[src/rtl/vc_input_buffer.sv]
// Router input buffer: NUM_VC independent circular FIFOs behind one shared write port,
// with per-VC pop, head output, occupancy, full flag, credit return and sticky error flags.
module vc_input_buffer #(
    parameter int  DATA_W = 23,
    parameter int  DEPTH  = 8,
    parameter int  NUM_VC = 2,
    localparam int CNT_W  = $clog2(DEPTH + 1),
    localparam int VC_W   = (NUM_VC > 1) ? $clog2(NUM_VC) : 1
) (
    input  logic                     clk,
    input  logic                     rst,
    input  logic [DATA_W-1:0]        in_data,
    input  logic                     in_valid,
    input  logic [VC_W-1:0]          in_vc,
    input  logic [NUM_VC-1:0]        pop,
    output logic [NUM_VC*DATA_W-1:0] out_data,
    output logic [NUM_VC-1:0]        out_valid,
    output logic [NUM_VC*CNT_W-1:0]  count,
    output logic [NUM_VC-1:0]        full,
    output logic [NUM_VC-1:0]        credit_ret,
    output logic                     overflow_err,
    output logic                     underflow_err
);
    localparam int               PTR_W    = $clog2(DEPTH);
    localparam logic [CNT_W-1:0] FULL_CNT = CNT_W'(DEPTH);

    logic [DATA_W-1:0] r_mem    [NUM_VC][DEPTH];
    logic [PTR_W-1:0]  r_rd_ptr [NUM_VC];
    logic [PTR_W-1:0]  r_wr_ptr [NUM_VC];
    logic [CNT_W-1:0]  r_count  [NUM_VC];
    logic [NUM_VC-1:0] r_credit;
    logic              r_overflow;
    logic              r_underflow;

    logic [NUM_VC-1:0] w_nonempty;
    logic [NUM_VC-1:0] w_wr_acc;
    logic [NUM_VC-1:0] w_pop_acc;

    // A full VC still takes a write when its head leaves in the same cycle.
    always_comb begin
        for (int v = 0; v < NUM_VC; v++) begin
            w_nonempty[v] = (r_count[v] != '0);
            w_wr_acc[v]   = in_valid && (in_vc == VC_W'(v)) &&
                            ((r_count[v] != FULL_CNT) || pop[v]);
            w_pop_acc[v]  = pop[v] && w_nonempty[v];
        end
    end

    // NOTE: sequential state uses non-blocking assignments so every register samples pre-edge values.
    always_ff @(posedge clk) begin
        if (rst) begin
            for (int v = 0; v < NUM_VC; v++) begin
                r_rd_ptr[v] <= '0;
                r_wr_ptr[v] <= '0;
                r_count[v]  <= '0;
            end
            r_credit    <= '0;
            r_overflow  <= 1'b0;
            r_underflow <= 1'b0;
        end else begin
            for (int v = 0; v < NUM_VC; v++) begin
                if (w_wr_acc[v])  r_wr_ptr[v] <= r_wr_ptr[v] + PTR_W'(1);
                if (w_pop_acc[v]) r_rd_ptr[v] <= r_rd_ptr[v] + PTR_W'(1);
                r_count[v] <= r_count[v] + CNT_W'(w_wr_acc[v]) - CNT_W'(w_pop_acc[v]);
            end
            r_credit <= w_pop_acc;
            if (in_valid && !(|w_wr_acc))  r_overflow  <= 1'b1;
            if (|(pop & ~w_nonempty))      r_underflow <= 1'b1;
        end
    end

    // NOTE: storage has no reset; cleared pointers and counts make stale entries unreachable.
    always_ff @(posedge clk) begin
        for (int v = 0; v < NUM_VC; v++) begin
            if (!rst && w_wr_acc[v]) r_mem[v][r_wr_ptr[v]] <= in_data;
        end
    end

    // NOTE: every output gets a default before the loop so no latch is inferred.
    always_comb begin
        out_data  = '0;
        count     = '0;
        full      = '0;
        out_valid = w_nonempty;
        for (int v = 0; v < NUM_VC; v++) begin
            out_data[v*DATA_W +: DATA_W] = w_nonempty[v] ? r_mem[v][r_rd_ptr[v]] : '0;
            count[v*CNT_W +: CNT_W]      = r_count[v];
            full[v]                      = (r_count[v] == FULL_CNT);
        end
    end

    assign credit_ret    = r_credit;
    assign overflow_err  = r_overflow;
    assign underflow_err = r_underflow;
endmodule

[config.mk]
export PLATFORM = sky130hd
export DESIGN_NAME = vc_input_buffer
export DESIGN_NICKNAME = d
export VERILOG_FILES = /design/src/rtl/vc_input_buffer.sv
export SDC_FILE = /design/constraint.sdc
export NUM_CORES = 1
export LEC_CHECK = 0
export ABC_AREA = 1
export ABC_CLOCK_PERIOD_IN_PS = 4400
export BUFFER_PORTS_ARGS = -buffer_cell sky130_fd_sc_hd__clkbuf_2
export CAP_MARGIN = 25
export CORE_MARGIN = 5
export CORE_UTILIZATION = 30
export CTS_CLUSTER_SIZE = 10
export DETAILED_ROUTE_END_ITERATION = 8
export MAX_ROUTING_LAYER = met4
export PLACE_DENSITY = 0.55
export SLEW_MARGIN = 20
export SYNTH_ARGS = -nofsm -noshare
export SYNTH_HDL_FRONTEND = slang
export SYNTH_SLANG_ARGS = --single-unit
[constraint.sdc]
create_clock -name clk -period 4.4 [get_ports clk]
set_clock_uncertainty 0.2 [all_clocks]
set_input_delay 1.32 -clock clk [delete_from_list [all_inputs] [get_ports clk]]
set_output_delay 1.32 -clock clk [all_outputs]
set_load 0.01 [all_outputs]
==> results.md, run 1 <==
- Dpl ws: 0.942 ns
- Top FF cell, synth: edfxtp_1
- Commonest non-fill, non-tap cell in the layout: nand2_1
- Worst hold path type: reg2reg
- Core area: 57700 µm²
- Worst-path clk slew: 0.05 ns
- Maximum vdd drop: 269 µV
- Flops & latches, synth: 392
- Post-Synth XOR/XNOR Area: 0.00301
- Post-synthesis simple-gate area fraction: 0.202
- Critical path startpoint category: flop
- Final #Nets: 1907
- Multi-input gate area: 3980 µm²
- Mux cell area share after synthesis: 0
- Fin crit share: 0.904
- Critical Path End Type: output port
- Synth Area in Adders: 0.0130
- Async SR Flop Fraction: 0
- H-tree depth: 2
- Total net switching power: 3.72 mW
- Setup_tns: 0 ns
- DP HPWL: 23.8 mm
- Comb pwr share: 0.305
- Synth Area in Compound Gates: 0.00458
- Initial antenna violation count: 2
- Power per cell area: 540 nW/µm²
- Final-report setup violation count: 0
- WL/cell: 15.7 µm
- Width of the die: 251 µm
- Leak pwr: 8.76 nW
- Top post-synthesis cells by area: edfxtp_1, nand2_1, nand3_1, inv_1, nor2_1
- Fill count: 5775
- Die area: 63200 µm²
- Vias per cell: 4.35
- CTS resizes: 0
- Maximum buffer depth of the clock tree: 3
- Internal: 7.15 mW
- Cell area after synthesis: 17500 µm²
- EDFF count, synth: 380
- Via Count: 11487
- Biggest area consumer among synthesized cells: edfxtp_1
- Post-route worst setup slack: 0.421 ns
- Count of different cell masters after synthesis: 24
- Number of global-route vias before repair: 11122
- I/O pins: 91
- Drt first pass iters: 4
- Most frequent cells in the layout: nand2_1, edfxtp_1, inv_1
- # DRC: 0
- First-pass GRT wire length: 64.0 mm
- CTS sink cnt: 392
- Mapped Nets: 1813
- CP Max Fanout: 58
- Register Area: 11700 µm²
- Crit path arrival time: 2.46 ns
- Post-CTS Setup Inserts: 0
- Starting density of the core: 0.303
- Fmax: 0.251 GHz
- Final hold vios: 0
- Largest family of logic cells by synthesized area: simple AND/OR/NAND/NOR gates
- Final WL: 41.4 mm
- Post-Syn Instances: 1767
- Skew-Pair Late Insertion Delay: 0.56 ns
- CTS buffer count: 46
- Seq/Total Area, Yosys: 0.666
- Share of the synthesized area in the top cell type: 0.653
- Net Sw Frac: 0.342
- Total grt overflow: 0
- Sequential Power Share: 0.395
- Worst slew margin relative to its limit: 0.520
- CTS Hold Bufs: 0
- Synth Warn #: 0
- Status: complete, no violations
- Placer Congestion: 0.760
- DR iter-0 viols: 788
- Avg Cell Area, Syn: 9.90 µm²
- Final min period: 3.98 ns
- CTS tree: built
- # rows: 88
- RSZ-0062 raised after global routing: false
- Final ANT Viol Nets: 0
- Area grow syn2layout: 15.1%
- Max_cap viols: 0
- Worst slew pin tran: 0.718 ns
- Fin. max-slew vios: 0
- Gr usage total: 0.133
- Clock power frac: 0.301
- Share of layout cells above drive strength 1: 0.155
- I/O Buffers: 90
- CP Data Required Time: 2.88 ns
- Largest net degree at the start of global routing: 95
- Root buffer cell: clkbuf_16
- Critical path class: reg2out
- Die Ht: 251 µm
==> metal layers <==
| metal | share of wire | global-route usage | wire [µm] | vias up |
|---|---|---|---|---|
| met5 | 0 | - | 0 | - |
| met4 | 0.031 | 0.0441 | 1290 | 0 |
| met3 | 0.047 | 0.0243 | 1930 | 74 |
| met2 | 0.48 | 0.218 | 19700 | 226 |
| met1 | 0.45 | 0.168 | 18500 | 5479 |
| li1 | - | - | - | 5708 |
==> layout make-up <==
| class | count | area share |
|---|---|---|
| timing repair buffer | 122 | 0.0387 |
| inverter | 408 | 0.0764 |
| clock inverter | 6 | 0.00255 |
| tap | 765 | 0.0475 |
| multi-input combinational | 891 | 0.198 |
| sequential | 392 | 0.579 |
| antenna | 2 | 0.000249 |
| clock buffer | 53 | 0.0585 |
==> path summary, 6_finish.rpt <==
check | from | end | slack (ns) | cells after the start
hold / removal | overflow_err | overflow_err | 0.29 | 2
setup reg to reg | r_count[0][2] | r_mem[0][33] | 1.90 | 6
hold reg to reg | overflow_err | overflow_err | 0.29 | 2
setup / recovery | r_rd_ptr[0][3] | out_data[36] | 0.42 | 8
==> synthesized netlist by cell type (10+ instances only) <==
| cell type | count |
|---|---|
| dfxtp_1 | 12 |
| nand2_1 | 482 |
| inv_1 | 278 |
| ha_1 | 15 |
| edfxtp_1 | 380 |
| clkbuf_1 | 12 |
| nor2_1 | 111 |
| buf_2 | 38 |
| inv_2 | 95 |
| clkinv_1 | 30 |
| nand3_1 | 241 |
| buf_1 | 10 |
| a21oi_1 | 10 |
| buf_4 | 14 |
| nor3_1 | 16 |
==> logic make-up after synthesis <==
group | count (synthesis)
AND/OR/NAND/NOR | 853
AO/OA/AOI/OAI | 15
adder cells (fa/ha/maj) | 17
buffers and inverters | 484
flip-flops | 392
XOR/XNOR | 6
==> state kept, by name, indices dropped and copies added (netlist names) <==
| register | cells |
|---|---|
| r_rd_ptr | 6 |
| overflow_err | 1 |
| r_count | 8 |
| credit_ret | 2 |
| underflow_err | 1 |
| r_wr_ptr | 6 |
| r_mem | 368 |
==> stage by stage <==
stage | hold slack [ns] | area, µm² | power (mW) | cells | util
after floorplan | 0.273 | 17500 | 6.48 | 1767 | -
after global placement | 0.265 | 18900 | 7.73 | 2578 | 0.328
after detailed placement | 0.288 | 18900 | 7.75 | 2578 | 0.328
after CTS | 0.297 | 20100 | 11.1 | 2637 | 0.349
after global routing | 0.319 | 20100 | 11.5 | 2639 | 0.349
final | 0.288 | 20100 | 10.9 | 2639 | 0.349
==> power by group through the flow <==
stage	sequential [mW]	clock (mW)	combinational (mW)
finish	4.29	3.27	3.31
global route	4.30	3.52	3.72
CTS	4.29	3.36	3.40
detailed placement	4.37	0	3.39
global placement	4.37	0	3.36
floorplan	4.37	0	2.12
==> critical path, stage by stage, from the launching register on <==
cell and delay (ns):
edfxtp_1 0.44, inv_2 0.53, buf_12 0.35, nand2_1 0.09, nand3_1 0.08, nand3_1 0.08, nand2_1 0.08, nor2_1 0.06
clkbuf_2 0.13
(Power assumes the default switching activity.)
==> inputs of run 2 (changes only) <==
Settings changed: ABC_CLOCK_PERIOD_IN_PS 4400 to 3620, PLACE_DENSITY 0.55 to 0.56, RECOVER_POWER set to 25.
Clock period 4.4 ns to 3.62 ns, I/O delays scaled along.
==> run 2 against run 1 <==
Largest power group unchanged. Largest cell class unchanged. Utilization increased by 0.37 points. Combinational power increased by 25%. Flip-flop and latch count unchanged. Via count increased by 0.13%. Sequential power increased by 22%.
==> results.md, run 2 (synthesis results as in run 1) <==
- Status: complete, no violations (unchanged)
- Worst hold path type: reg2reg (unchanged)
- I/O pins: 91 (unchanged)
- Leak pwr: 8.84 nW (was 8.76 nW)
- # DRC: 0 (unchanged)
- RSZ-0062 raised after global routing: false (unchanged)
- Final cell count without fillers: 2653 (was 2639)
- Net Sw Frac: 0.340 (was 0.342)
- I/O Buffers: 90 (unchanged)
- Final min period: 3.43 ns
- Dpl cells: 2587 (was 2578)
- Vias per cell: 4.34 (was 4.35)
- Worst-path clk slew: 0.06 ns (was 0.05 ns)
- FF-to-FF setup slack: 1.16 ns (was 1.90 ns)
- Sequential Power Share: 0.392 (was 0.395)
- Final-report setup violation count: 0 (unchanged)
- GR Util met2: 0.226 (was 0.218)
- Largest net degree at the start of global routing: 95 (unchanged)
- Share of layout cells above drive strength 1: 0.151 (was 0.155)
- Placer Congestion: 0.786 (was 0.760)
- CTS buffer count: 46 (unchanged)
- Initial antenna violation count: 1 (was 2)
- Die area: 63200 µm² (unchanged)
- Worst slew margin relative to its limit: 0.470 (was 0.520)
- Skew-Pair Late Insertion Delay: 0.55 ns (was 0.56 ns)
- Gr usage total: 0.135 (was 0.133)
- Starting density of the core: 0.303 (unchanged)
- CTS Hold Bufs: 0 (unchanged)
- Width of the die: 251 µm (unchanged)
- Internal: 8.82 mW (was 7.15 mW)
- Total power: 13.3 mW (was 10.9 mW)
- Critical path startpoint category: flop (unchanged)
- Most frequent cells in the layout: nand2_1, edfxtp_1, inv_1 (unchanged)
- # rows: 88 (unchanged)
- Maximum buffer depth of the clock tree: 3 (unchanged)
- Final ANT Viol Nets: 0 (unchanged)
- Total grt overflow: 0 (unchanged)
- Comb pwr share: 0.310 (was 0.305)
- Crit path arrival time: 2.14 ns (was 2.46 ns)
- Hold slack: 0.270 ns (was 0.288 ns)
- Critical Path End Type: output port (unchanged)
- Final WL: 41.7 mm (was 41.4 mm)
- Fin. max-slew vios: 0 (unchanged)
- Maximum vdd drop: 434 µV (was 269 µV)
- Drt first pass iters: 5 (was 4)
- Total net switching power: 4.53 mW (was 3.72 mW)
- Area grow syn2layout: 16.4% (was 15.1%)
- Final #Nets: 1918 (was 1907)
- Power per cell area: 656 nW/µm² (was 540 nW/µm²)
- Met1 Use GR: 0.171 (was 0.168)
- Most used routing layer: met2 (unchanged)
- H-tree depth: 2 (unchanged)
- Core area: 57700 µm² (unchanged)
- Met3 usage: 0.0244 (was 0.0243)
- Die Ht: 251 µm (unchanged)
- CTS tree: built (unchanged)
- CTS sink cnt: 392 (unchanged)
- CP Max Fanout: 94 (was 58)
- Clock power frac: 0.298 (was 0.301)
- Number of global-route vias before repair: 11293 (was 11122)
- Final hold vios: 0 (unchanged)
- Worst slew pin tran: 0.794 ns (was 0.718 ns)
- Max reg flops: 368 (unchanged)
- Fmax: 0.292 GHz
- Fin crit share: 0.947
- Commonest non-fill, non-tap cell in the layout: nand2_1 (unchanged)
- WL/cell: 15.7 µm (about the same)
- DR iter-0 viols: 754 (was 788)
- DP HPWL: 24.9 mm (was 23.8 mm)
- Fill count: 5761 (was 5775)
- CP Data Required Time: 2.33 ns (was 2.88 ns)
- First-pass GRT wire length: 64.9 mm (was 64.0 mm)
- Critical path class: reg2out (unchanged)
- Max_cap viols: 0 (unchanged)
- Via Count: 11502 (was 11487)
- Root buffer cell: clkbuf_16 (unchanged)
-- run 2: power by group through the flow --
stage          clock, mW  sequential [mW]  combinational, mW
6_report            3.98             5.23               4.14
2_1_floorplan          0             5.31               2.58
4_1_cts             4.11             5.23               4.24
3_3_place_gp           0             5.32               4.19
3_5_place_dp           0             5.33               4.22
5_1_grt             4.31             5.24               4.64
-- run 2: timing repair --
| item | in CTS | in global routing |
|---|---|---|
| endpoints found under the setup margin | 0 | 9 |
| buffers inserted | 0 | 2 |
| resized for setup | 0 | 2 |
-- run 2: final cells by class --
cell class | count | area (µm²) | share of cell area
Sequential cell | 392 | 11700 | 0.573
Multi-Input combinational cell | 891 | 4030 | 0.198
Inverter | 408 | 1540 | 0.0757
Clock buffer | 56 | 1210 | 0.0595
Tap cell | 765 | 957 | 0.0470
Timing Repair Buffer | 133 | 930 | 0.0457
Clock inverter | 7 | 32.5 | 0.00160
Antenna cell | 1 | 2.50 | 0.000123
-- run 2: critical path, cell delays in order (launching register included) --
cell and delay, ns:
edfxtp_1 0.46, buf_12 0.27, nand2_1 0.13, nand3_1 0.08, nand3_1 0.09, nand2_1 0.06
nor2_1 0.28, clkbuf_2 0.21
-- run 2: metrics by stage --
| step | instance area [µm²] | setup TNS, ns | worst slack, ns | util |
|---|---|---|---|---|
| 4_1_cts | 20300 | 0 | 0.0719 | 0.353 |
| 3_3_place_gp | 19100 | 0 | 0.642 | 0.331 |
| 2_1_floorplan | 17500 | -48.33 | -0.305 | - |
| 5_1_grt | 20400 | 0 | 0.0418 | 0.353 |
| 6_report | 20400 | 0 | 0.191 | 0.353 |
| 3_5_place_dp | 19100 | 0 | 0.626 | 0.331 |
-- run 2: worst paths after layout --
check,startpoint,endpoint,depth (start not counted)
worst max-delay path,r_rd_ptr[0][3],out_data[42],7
worst min-delay path,overflow_err,overflow_err,2
worst max register to register,r_count[0][2],r_count[0][2],13
worst min register to register,overflow_err,overflow_err,2
-- run 2: layer usage --
| metal | up-vias | share of wire |
|---|---|---|
| met5 | - | 0 |
| li1 | 5747 | - |
| met4 | 0 | 0.018 |
| met1 | 5471 | 0.44 |
| met3 | 46 | 0.044 |
| met2 | 238 | 0.49 |
